[src/rtl/dlx_debug_pkg.sv]
// Shared definitions for the DLX host-debug path: loader states, command bytes
// and the default memory geometry used by the UART, memory wrapper and loader.
package dlx_debug_pkg;

    localparam int DLX_ADDR_W = 10;
    localparam int DLX_WORD_W = 32;

    localparam logic [7:0] CMD_LOAD = 8'h4C;
    localparam logic [7:0] CMD_RUN  = 8'h52;
    localparam logic [7:0] CMD_HALT = 8'h48;
    localparam logic [7:0] CMD_STEP = 8'h53;

    typedef enum logic [2:0] {
        ST_IDLE   = 3'd0,
        ST_LEN_HI = 3'd1,
        ST_LEN_LO = 3'd2,
        ST_BYTE   = 3'd3,
        ST_WRITE  = 3'd4,
        ST_RUN    = 3'd5
    } loader_state_e;

    // A program length is usable when it is non-zero and fits the address space.
    function automatic logic len_in_range(input logic [15:0] n, input int addr_w);
        return (n != 16'd0) && (int'(n) <= (1 << addr_w));
    endfunction

endpackage

[src/rtl/word_assembler.sv]
// Collects four bytes MSB-first into one instruction word; word_ready_o flags
// the shift that completes the word.
module word_assembler #(
    parameter int WORD_W = 32
) (
    input  logic              clk_sys_i,
    input  logic              rst_b_i,
    input  logic              clear_i,
    input  logic              shift_i,
    input  logic [7:0]        byte_i,
    output logic [WORD_W-1:0] word_o,
    output logic              word_ready_o
);

    logic [WORD_W-1:0] word_q, word_d;
    logic [1:0]        cnt_q, cnt_d;

    always_comb begin
        word_d = word_q;
        cnt_d  = cnt_q;
        if (clear_i) begin
            word_d = '0;
            cnt_d  = '0;
        end else if (shift_i) begin
            word_d = {word_q[WORD_W-9:0], byte_i};
            cnt_d  = cnt_q + 2'd1;
        end
    end

    always_ff @(posedge clk_sys_i or negedge rst_b_i) begin
        if (!rst_b_i) begin
            word_q <= '0;
            cnt_q  <= '0;
        end else begin
            word_q <= word_d;
            cnt_q  <= cnt_d;
        end
    end

    assign word_o       = word_q;
    assign word_ready_o = shift_i && !clear_i && (cnt_q == 2'd3);

endmodule

[src/rtl/program_loader.sv]
// Host-side program loader and run control for the DLX pipeline.
// state    | meaning
// IDLE     | waiting for a command byte
// LEN_HI   | capturing word count, high byte
// LEN_LO   | capturing word count, low byte, then range check
// BYTE     | collecting the four bytes of the current word
// WRITE    | one-cycle memory write strobe, receiver stalled
// RUN      | pipeline free-running until HALT
module program_loader
    import dlx_debug_pkg::*;
#(
    parameter int ADDR_W = DLX_ADDR_W,
    parameter int WORD_W = DLX_WORD_W
) (
    input  logic              clock,
    input  logic              reset,
    input  logic [7:0]        rx_data,
    input  logic              rx_valid,
    output logic              rx_ready,
    output logic              imem_we,
    output logic [ADDR_W-1:0] imem_addr,
    output logic [WORD_W-1:0] imem_wdata,
    output logic              cpu_enable,
    output logic              cpu_reset,
    output logic              load_done,
    output logic              error
);

    localparam logic [ADDR_W-1:0] ADDR_LAST = '1;
    localparam logic [ADDR_W:0]   CNT_ONE   = (ADDR_W+1)'(1);

    loader_state_e     state_q, state_d;
    logic [7:0]        len_hi_q, len_hi_d;
    logic [ADDR_W:0]   count_n_q, count_n_d;
    logic [ADDR_W:0]   word_cnt_q, word_cnt_d;
    logic [ADDR_W-1:0] addr_q, addr_d;
    logic              cpu_en_q, cpu_en_d;
    logic              cpu_rst_q, cpu_rst_d;
    logic              done_q, done_d;
    logic              err_q, err_d;

    logic              accept;
    logic [15:0]       len_word;
    logic [ADDR_W:0]   word_cnt_inc;
    logic              asm_clear, asm_shift, word_ready;
    logic [WORD_W-1:0] asm_word;

    assign rx_ready     = (state_q != ST_WRITE);
    assign accept       = rx_valid && rx_ready;
    assign len_word     = {len_hi_q, rx_data};
    assign word_cnt_inc = word_cnt_q + CNT_ONE;

    word_assembler #(.WORD_W(WORD_W)) u_asm (
        .clk_sys_i    (clock),
        .rst_b_i      (reset),
        .clear_i      (asm_clear),
        .shift_i      (asm_shift),
        .byte_i       (rx_data),
        .word_o       (asm_word),
        .word_ready_o (word_ready)
    );

    always_comb begin
        state_d    = state_q;
        len_hi_d   = len_hi_q;
        count_n_d  = count_n_q;
        word_cnt_d = word_cnt_q;
        addr_d     = addr_q;
        cpu_en_d   = 1'b0;
        cpu_rst_d  = cpu_rst_q;
        done_d     = 1'b0;
        err_d      = 1'b0;
        asm_clear  = 1'b0;
        asm_shift  = 1'b0;

        case (state_q)
            ST_IDLE: begin
                if (accept) begin
                    case (rx_data)
                        CMD_LOAD: begin
                            state_d   = ST_LEN_HI;
                            cpu_rst_d = 1'b1;
                        end
                        CMD_RUN: begin
                            state_d   = ST_RUN;
                            cpu_rst_d = 1'b0;
                            cpu_en_d  = 1'b1;
                        end
                        CMD_STEP: begin
                            cpu_rst_d = 1'b0;
                            cpu_en_d  = 1'b1;
                        end
                        CMD_HALT: ;
                        default:  err_d = 1'b1;
                    endcase
                end
            end
            ST_LEN_HI: begin
                if (accept) begin
                    len_hi_d = rx_data;
                    state_d  = ST_LEN_LO;
                end
            end
            ST_LEN_LO: begin
                if (accept) begin
                    if (len_in_range(len_word, ADDR_W)) begin
                        count_n_d  = len_word[ADDR_W:0];
                        word_cnt_d = '0;
                        addr_d     = '0;
                        asm_clear  = 1'b1;
                        state_d    = ST_BYTE;
                    end else begin
                        err_d   = 1'b1;
                        state_d = ST_IDLE;
                    end
                end
            end
            ST_BYTE: begin
                if (accept) begin
                    asm_shift = 1'b1;
                    if (word_ready) begin
                        state_d = ST_WRITE;
                    end
                end
            end
            ST_WRITE: begin
                word_cnt_d = word_cnt_inc;
                // Saturate so the final word of a full-size image leaves the last address visible.
                addr_d     = (addr_q == ADDR_LAST) ? addr_q : addr_q + 1'b1;
                if (word_cnt_inc == count_n_q) begin
                    done_d  = 1'b1;
                    state_d = ST_IDLE;
                end else begin
                    state_d = ST_BYTE;
                end
            end
            ST_RUN: begin
                cpu_en_d = 1'b1;
                if (accept && (rx_data == CMD_HALT)) begin
                    cpu_en_d = 1'b0;
                    state_d  = ST_IDLE;
                end
            end
            default: state_d = ST_IDLE;
        endcase
    end

    always_ff @(posedge clock or negedge reset) begin
        if (!reset) begin
            state_q    <= ST_IDLE;
            len_hi_q   <= '0;
            count_n_q  <= '0;
            word_cnt_q <= '0;
            addr_q     <= '0;
            cpu_en_q   <= 1'b0;
            cpu_rst_q  <= 1'b1;
            done_q     <= 1'b0;
            err_q      <= 1'b0;
        end else begin
            state_q    <= state_d;
            len_hi_q   <= len_hi_d;
            count_n_q  <= count_n_d;
            word_cnt_q <= word_cnt_d;
            addr_q     <= addr_d;
            cpu_en_q   <= cpu_en_d;
            cpu_rst_q  <= cpu_rst_d;
            done_q     <= done_d;
            err_q      <= err_d;
        end
    end

    assign imem_we    = (state_q == ST_WRITE);
    assign imem_addr  = addr_q;
    assign imem_wdata = asm_word;
    assign cpu_enable = cpu_en_q;
    assign cpu_reset  = cpu_rst_q;
    assign load_done  = done_q;
    assign error      = err_q;

endmodule

[config.mk]
export PLATFORM = sky130hd
export DESIGN_NAME = program_loader
export DESIGN_NICKNAME = d
export VERILOG_FILES = /design/src/rtl/dlx_debug_pkg.sv /design/src/rtl/word_assembler.sv /design/src/rtl/program_loader.sv
export SDC_FILE = /design/constraint.sdc
export NUM_CORES = 1
export LEC_CHECK = 0
export BUFFER_PORTS_ARGS = -buffer_cell sky130_fd_sc_hd__buf_2
export CORE_UTILIZATION = 61
export DETAILED_ROUTE_END_ITERATION = 6
export GPL_TIMING_DRIVEN = 0
export PLACE_DENSITY = 0.87
export SYNTH_ARGS = -nofsm -noshare
export SYNTH_HDL_FRONTEND = slang
export SYNTH_SLANG_ARGS = --single-unit
[constraint.sdc]
create_clock -name clock -period 3.9 [get_ports clock]
set_clock_uncertainty 0.1 [all_clocks]
set_input_delay 0 -clock clock [delete_from_list [all_inputs] [get_ports clock]]
set_output_delay 0 -clock clock [all_outputs]
set_load 0.01 [all_outputs]
==> metrics.md, run 1 <==
| Metric | Value |
|---|---|
| Status | finished, final reports clean |
| Final hold violations | 0 |
| Top cells by area, synth | dfrtp_1 (52%), nand2_1 (8.4%), o21ai_1 (5.5%), mux2_1 (3.2%), mux2_2 (2.4%) |
| First-pass GRT wire length | 16500 um |
| Mux cell area share after synthesis | 0.0613 |
| Pin count of the biggest net entering global routing | 51 |
| Port Buffer Count | 58 |
| Mean Syn Cell Area | 9.59 um^2 |
| Total congestion overflow | 0 |
| GRT Total Usage | 0.342 |
| Final Wtd Congestion | 0.856 |
| Pre-CTS setup slack | ~1.5 ns |
| DP HPWL | 6450 um |
| Type of the worst setup path | flip-flop to flip-flop |
| RSZ-0062 raised after global routing | no |
| Placed Cells incl. Taps | about 530 |
| Critical Path End | state_q[0] |
| Slew headroom | 0.614 |
| Reg2Reg Depth | 6 |
| FMAX | about 0.42 GHz |
| Max Buffers Root-to-Sink | 2 |
| Crit path capture type | flip-flop |
| DR vias/cell | 6.33 |
| CP arrival | 2.51 ns |
| Vias in the first global route | between 3000 and 4000 |
| Synthesized flop and latch total | between 80 and 90 |
| EDFF count, synth | 0 |
| # setup viols final | 0 |
| Fin worst setup slack | between 1.5 and 2 ns |
| Layout Cells excl Fill | ~560 |
| # resized after CTS | 0 |
| Xor/xnor share of the synthesized area | 0.0367 |
| Post-synth cell types | 51 |
| CTS tree | built |
| Final nets | 492 |
| Die width | a little over 80 um |
| Core Footprint | ~6000 um^2 |
| Post-CTS Setup Bufs | 0 |
| Crit path time final | 2.37 ns |
| Mapped Cells | 398 |
| Residual DRC | 0 |
| Largest family of logic cells by synthesized area | simple AND/OR/NAND/NOR gates |
| Post-Synth Adder-Cell Area | 0.00983 |
| N_diodes | 0 |
| Num rows | 28 |
| Drt pass-1 iters | 5 |
| Slew Limit Fails | 0 |
| Simple-gate share of the synthesized area | 0.190 |
| Power per cell area | roughly 770 nW/um^2 |
| Period utilization | 0.608 |
| Final core utilization | 0.759 |
| Synth Area in Compound Gates | 0.138 |
| Reg-to-reg setup timing slack | roughly 1.5 ns |
| I/O pin cnt | roughly 60 |
| Post-synth top area share | 0.524 |
| ANT nets after route | 0 |
| Routed wire length | approximately 10000 um |
| H-tree levels | 3 |
| Later-pin clock latency in the skew report | between 0.3 and 0.4 ns |
| TNS Setup | 0 ns |
| Reg2reg end | state_q[0] |
| Synth-to-Final Area Change | 19.0% |
| Wire per inst | roughly 18 um |
| Initial core utilization | 0.637 |
| # clock sinks | 81 |
| CP required | between 4 and 5 ns |
| Full die area | between 6000 and 7000 um^2 |
| # fillers | about 380 |
| Post-synthesis sequential area ratio | 0.531 |
| Top_reg_cell synth | dfrtp_1 |
| Syn nets | between 400 and 500 |
| Total CTS buffers | 9 |
| Worst Max-Slew Pin Slew | approximately 0.57 ns |
| Routed vias | between 3000 and 4000 |
| 1st-iter DRT viols | 300 |
| Leakage dissipation | about 2.1 nW |
| Antenna violations before repair | 0 |
| Die Y | approximately 80 um |
| Hold WC Path Type | input port to asynchronous set/reset pin |
| Root buf cell | clkbuf_8 |
| Async S/R FF share, synth | 1.00 |
| Maximum vdd drop | 527 uV |
| Max-capacitance violation count | 0 |
| Yosys warns | 0 |
| Crit path from | word_cnt_q[0] |
| Hold buffers post-CTS | 10 |
| Fraction of layout cells with a size suffix above 1 | 0.207 |
| R2r startpoint | word_cnt_q[0] |
| Synth Cell Area | between 3000 and 4000 um^2 |
| CTS clk-pin slew, worst paths | roughly 0.090 ns |
| Post-synth top area cell | dfrtp_1 |
| Crit Path Max Fanout | 7 |
| Startpoint Class | flip-flop |
cells in the mapped netlist, types with 3 or more instances:
cell / number
nand2_1: 85
o21ai_0: 15
nor2_1: 21
and3_1: 7
nand3_1: 10
xor2_1: 10
nand4_1: 7
or3_1: 3
a21oi_1: 10
ha_1: 3
o21ai_1: 42
clkbuf_1: 13
nor4_1: 7
mux2_1: 11
nand2b_1: 3
buf_2: 6
inv_1: 4
mux2_2: 8
o31ai_1: 5
xnor2_1: 6
dfrtp_1: 80
nor3_1: 5
power breakdown:
group,internal (mW),switching (mW),leakage [nW]
Clock,0.322,0.337,0.105
Sequential,1.21,0.334,1.03
Combinational,0.555,0.743,1.01
placed cells by master (no fill, tap or decap), drive strengths merged, types with 3 or more instances in the layout:
cell type / n
a21oi: 10
and3: 7
buf: 68
clkbuf: 23
dfrtp: 80
dlygate4sd3: 10
ha: 3
inv: 7
mux2: 19
nand2: 86
nand2b: 3
nand3: 10
nand4: 7
nor2: 23
nor3: 5
nor4: 8
o21ai: 57
o31ai: 5
or3: 3
xnor2: 6
xor2: 10
registers in the layout (all words and copies together), names as in the netlist, 2 cells and up:
signal,count
count_n_q,11
imem_addr,10
len_hi_q,8
state_q,3
u_asm.cnt_q,2
u_asm.word_o,32
word_cnt_q,11
final cells by class:
class                      count  area (um^2)  share of cell area
sequential                    81         2030               0.446
buffer                        22          105              0.0231
tap                           75         93.8              0.0206
inverter                       5         18.8             0.00413
clock buffer                  10          138              0.0303
multi-input combinational    290         1670               0.366
clock inverter                 6         75.1              0.0165
timing repair buffer          69          420              0.0925
stage by stage:
step | hold slack [ns] | area (um^2) | total power [mW]
after CTS | 0.0268 | 4540 | 3.47
after floorplan | -0.396 | 3820 | 2.31
final | 0.0299 | 4540 | 3.50
after detailed placement | -0.134 | 4230 | 2.79
after global placement | 0.191 | 4200 | 2.69
after global routing | 0.0613 | 4540 | 3.73
layer usage:
metal  vias to the layer above  routed length, um  GRT usage
met2                       224               5010      0.555
li1                       1561                  -          -
met5                         -                  0          0
met3                        50                837     0.0618
met4                         0                374      0.175
met1                      1695               3850      0.440
worst min path at each step:
stage,start,end,slack [ns],depth (start not counted)
4_1_cts,reset,imem_addr[3],0.03,2
6_report,reset,count_n_q[2],0.03,2
3_3_place_gp,rx_data[5],u_asm.word_o[5],0.19,3
5_1_grt,reset,imem_addr[9],0.06,2
2_1_floorplan,reset,count_n_q[0],-0.40,0
3_5_place_dp,reset,cpu_enable,-0.13,1
cell families (layout without fill, tap and decap cells):
kind of cell             after synthesis  in the layout
AO/OA/AOI/OAI                         91             91
XOR/XNOR                              16             16
AND/OR/NAND/NOR                      159            159
adder cells (fa/ha/maj)                3              3
multiplexers                          21             21
buffers and inverters                 27            112
flip-flops                            81             81
critical path, stage by stage (launching register included):
cell       delay, ns
dfrtp_1         0.48
ha_1            0.35
xor2_1          0.14
a2111oi_0       0.44
o2111ai_1       0.28
nor4_1          0.36
o2bb2ai_1       0.10
(Power assumes the default switching activity.)
==> run 2, diff against run 1 <==
CORE_UTILIZATION = 51   (was 61)
PLACE_DENSITY = 0.78   (was 0.87)
clock period = 2 ns   (was 3.9 ns; I/O delays follow)
==> run 2 against run 1 <==
The run now ends with setup timing left. Register-to-register slack got worse by 1.6 ns. Sequential cell count unchanged. Via count decreased by 0.48%. Sequential share of layout area decreased by 4.6 points. Clock-buffer cell count unchanged. Setup slack got worse by 1.6 ns. Final cell count increased by 9.3%. Sequential power increased by 100%.
==> metrics.md, run 2 (same netlist as run 1, synthesis figures left out) <==
| Metric | Value |
|---|---|
| Final hold violations | 0 (unchanged) |
| Critical path cell sequence | nor2_4 -> nand2_4 -> inv_4 -> o31a_4 -> nand4_1 -> or3_1 -> a21oi_1 (was ha_1 -> xor2_1 -> a2111oi_0 -> o2111ai_1 -> nor4_1 -> o2bb2ai_1) |
| Type of the worst setup path | flip-flop to flip-flop (unchanged) |
| Routed wire length | 10800 um (was 10100 um) |
| Power per cell area | 1490 nW/um^2 (was 770 nW/um^2) |
| Crit path time final | 2.06 ns (was 2.37 ns) |
| Commonest non-fill, non-tap cells in the layout | nand2_1 (85), dfrtp_1 (75), buf_2 (58), o21ai_1 (43), buf_4 (28) (was nand2_1 (85), dfrtp_1 (80), buf_2 (63), o21ai_1 (42), nor2_1 (21)) |
| Routed vias | 3513 (was 3530) |
| Startpoint Class | flip-flop (unchanged) |
| Worst hold start | rx_data[0] |
| # setup viols final | 8 (was 0) |
| Sw power | 3.05 mW (was 1.41 mW) |
| R2r startpoint | state_q[1] (was word_cnt_q[0]) |
| CTS tree | built (unchanged) |
| Status | complete, but fails checks (was finished, final reports clean) |
| Core Footprint | 7250 um^2 (was 5990 um^2) |
| Hold path depth | 4 |
| Layout Cells excl Fill | 610 (was 558) |
| Final nets | 520 (was 492) |
| GRT Total Usage | 0.273 (was 0.342) |
| Reg2Reg Depth | 7 (was 6) |
| Final Wtd Congestion | 0.930 (was 0.856) |
| Commonest non-fill, non-tap cell in the layout | nand2_1 (unchanged) |
| Failing checks | setup timing |
| CTS clk-pin slew, worst paths | 0.09 ns (about the same) |
| Die Y | 88.5 um (was 81.1 um) |
| Leakage dissipation | 2.35 nW (was 2.15 nW) |
| Net Sw Frac | 0.403 (was 0.404) |
| Crit Path Max Fanout | 8 (was 7) |
| Largest stage delay, worst path | 0.49 ns (was 0.48 ns) |
| Total CTS buffers | 9 (unchanged) |
| Vias in the first global route | 3213 (was 3400) |
| Sequential Power Share | 0.409 (was 0.441) |
| Initial core utilization | 0.526 (was 0.637) |
| DP HPWL | 6230 um (was 6450 um) |
| Wire per inst | 17.6 um (was 18.0 um) |
| RSZ-0062 raised after global routing | yes (was no) |
| CP arrival | 2.26 ns (was 2.51 ns) |
| Synth-to-Final Area Change | 33.2% (was 19.0%) |
| Max-capacitance violation count | 0 (unchanged) |
| 1st-iter DRT viols | 199 (was 300) |
| DR vias/cell | 5.76 (was 6.33) |
| FMAX | 0.485 GHz (was 0.422 GHz) |
| Slew Limit Fails | 0 (unchanged) |
| Internal power | 4.51 mW (was 2.09 mW) |
| First-pass GRT wire length | 15900 um (was 16500 um) |
| # clock sinks | 81 (unchanged) |
| Die width | 88.5 um (was 81.1 um) |
| Period utilization | 1.03 (was 0.608) |
| Later-pin clock latency in the skew report | 0.37 ns (was 0.36 ns) |
| Tot Pwr | 7.56 mW (was 3.50 mW) |
| CP required | 2.20 ns (was 4.04 ns) |
| Root buf cell | clkbuf_8 (unchanged) |
| Crit path from | state_q[1] (was word_cnt_q[0]) |
| I/O pin cnt | 59 (unchanged) |
| Antenna violations before repair | 0 (unchanged) |
| Max FFs per register | 32 (unchanged) |
| Drt pass-1 iters | 5 (unchanged) |
| Max Buffers Root-to-Sink | 2 (unchanged) |
| Slew headroom | 0.368 (was 0.614) |
| Clock Power Share | 0.170 (was 0.188) |
| Placed Cells incl. Taps | 556 (was 532) |
| Crit path capture type | flip-flop (unchanged) |
| N_diodes | 0 (unchanged) |
| Worst Max-Slew Pin Slew | 0.945 ns (was 0.570 ns) |
| Combinational share of power | 0.421 (was 0.371) |
| Pin count of the biggest net entering global routing | 61 (was 51) |
| Fin worst setup slack | -0.0598 ns (was 1.53 ns) |
| Residual DRC | 0 (unchanged) |
| Total congestion overflow | 0 (unchanged) |
| Num rows | 31 (was 28) |
| Fraction of layout cells with a size suffix above 1 | 0.339 (was 0.207) |
| H-tree levels | 3 (unchanged) |
| Full die area | 7830 um^2 (was 6580 um^2) |
| Port Buffer Count | 58 (unchanged) |
| ANT nets after route | 0 (unchanged) |
| Slowest-stage cell, CP | dfrtp_2 (was dfrtp_1) |
| Maximum vdd drop | 873 uV (was 527 uV) |
| Hold WC Path Type | input port to flip-flop (was input port to asynchronous set/reset pin) |
run 2: cell types whose count changed in the layout (fill, tap and decap cells not counted), sizes merged:
cell and delta:
dlygate4sd3 +2, clkbuf +1, clkinv -1, buf +25, inv +1
run 2: routing by layer:
| metal | global-route usage | up-vias | share of wire |
|---|---|---|---|
| met5 | 0 | - | 0 |
| met4 | 0.104 | 0 | 0.017 |
| met1 | 0.360 | 1736 | 0.42 |
| met3 | 0.0476 | 21 | 0.057 |
| met2 | 0.452 | 149 | 0.50 |
| li1 | - | 1607 | - |
run 2: through the flow:
step | setup slack (ns) | TNS [ns] | util | cell area, um^2 | hold WS [ns]
after detailed placement | -0.320 | -3.37 | 0.588 | 4260 | -0.186
after global routing | -0.134 | -1.09 | 0.701 | 5080 | 0.0999
after floorplan | 0.0221 | 0 | - | 3820 | -0.396
after CTS | -0.0349 | -0.0349 | 0.666 | 4830 | 0.0337
final | -0.0598 | -0.149 | 0.701 | 5080 | 0.0675
after global placement | -0.306 | -1.86 | 0.583 | 4230 | 0.192
run 2: timing repair:
action                                 4_1_cts  5_1_grt
endpoints found under the hold margin      108        0
resized for setup                           27       45
setup buffers                               13       14
hold buffers                                12        0
cloned                                       0        1
setup endpoints to repair                   64       76
pin swaps                                   11       14
run 2: power by group through the flow:
stage               registers [mW]  logic (mW)  clock network (mW)
floorplan                     3.04        1.47                   0
global placement              2.96        2.33                   0
detailed placement            2.98        2.42                   0
CTS                           3.01        2.79                1.29
global route                  3.17        3.48                1.36
finish                        3.09        3.19                1.28
run 2: worst max-delay path: cells and delay by family, from the launching register on:
kind | cells | cell delay (ns)
compound gates | 2 | 0.33
buf+inv | 1 | 0.11
flops | 1 | 0.49
simple gates | 4 | 0.96
run 2: area by class of cell:
| type | count | area [um^2] |
|---|---|---|
| clock inverters | 6 | 72.6 |
| fillers | 548 | 2170 |
| flip-flops and latches | 81 | 2030 |
| inverters | 5 | 21.3 |
| plain buffers | 20 | 134 |
| repair buffers | 99 | 684 |
| clock buffers | 10 | 138 |
| well taps | 99 | 124 |
| multi-input cells | 290 | 1880 |
run 2: worst paths after layout:
kind | endpoint | slack, ns
max reg2reg | imem_addr[9] | -0.06
min in group asynchronous | load_done | 0.08
max in group asynchronous | word_cnt_q[1] | 0.35
max | imem_addr[9] | -0.06
min | state_q[0] | 0.07
min reg2reg | len_hi_q[3] | 0.42
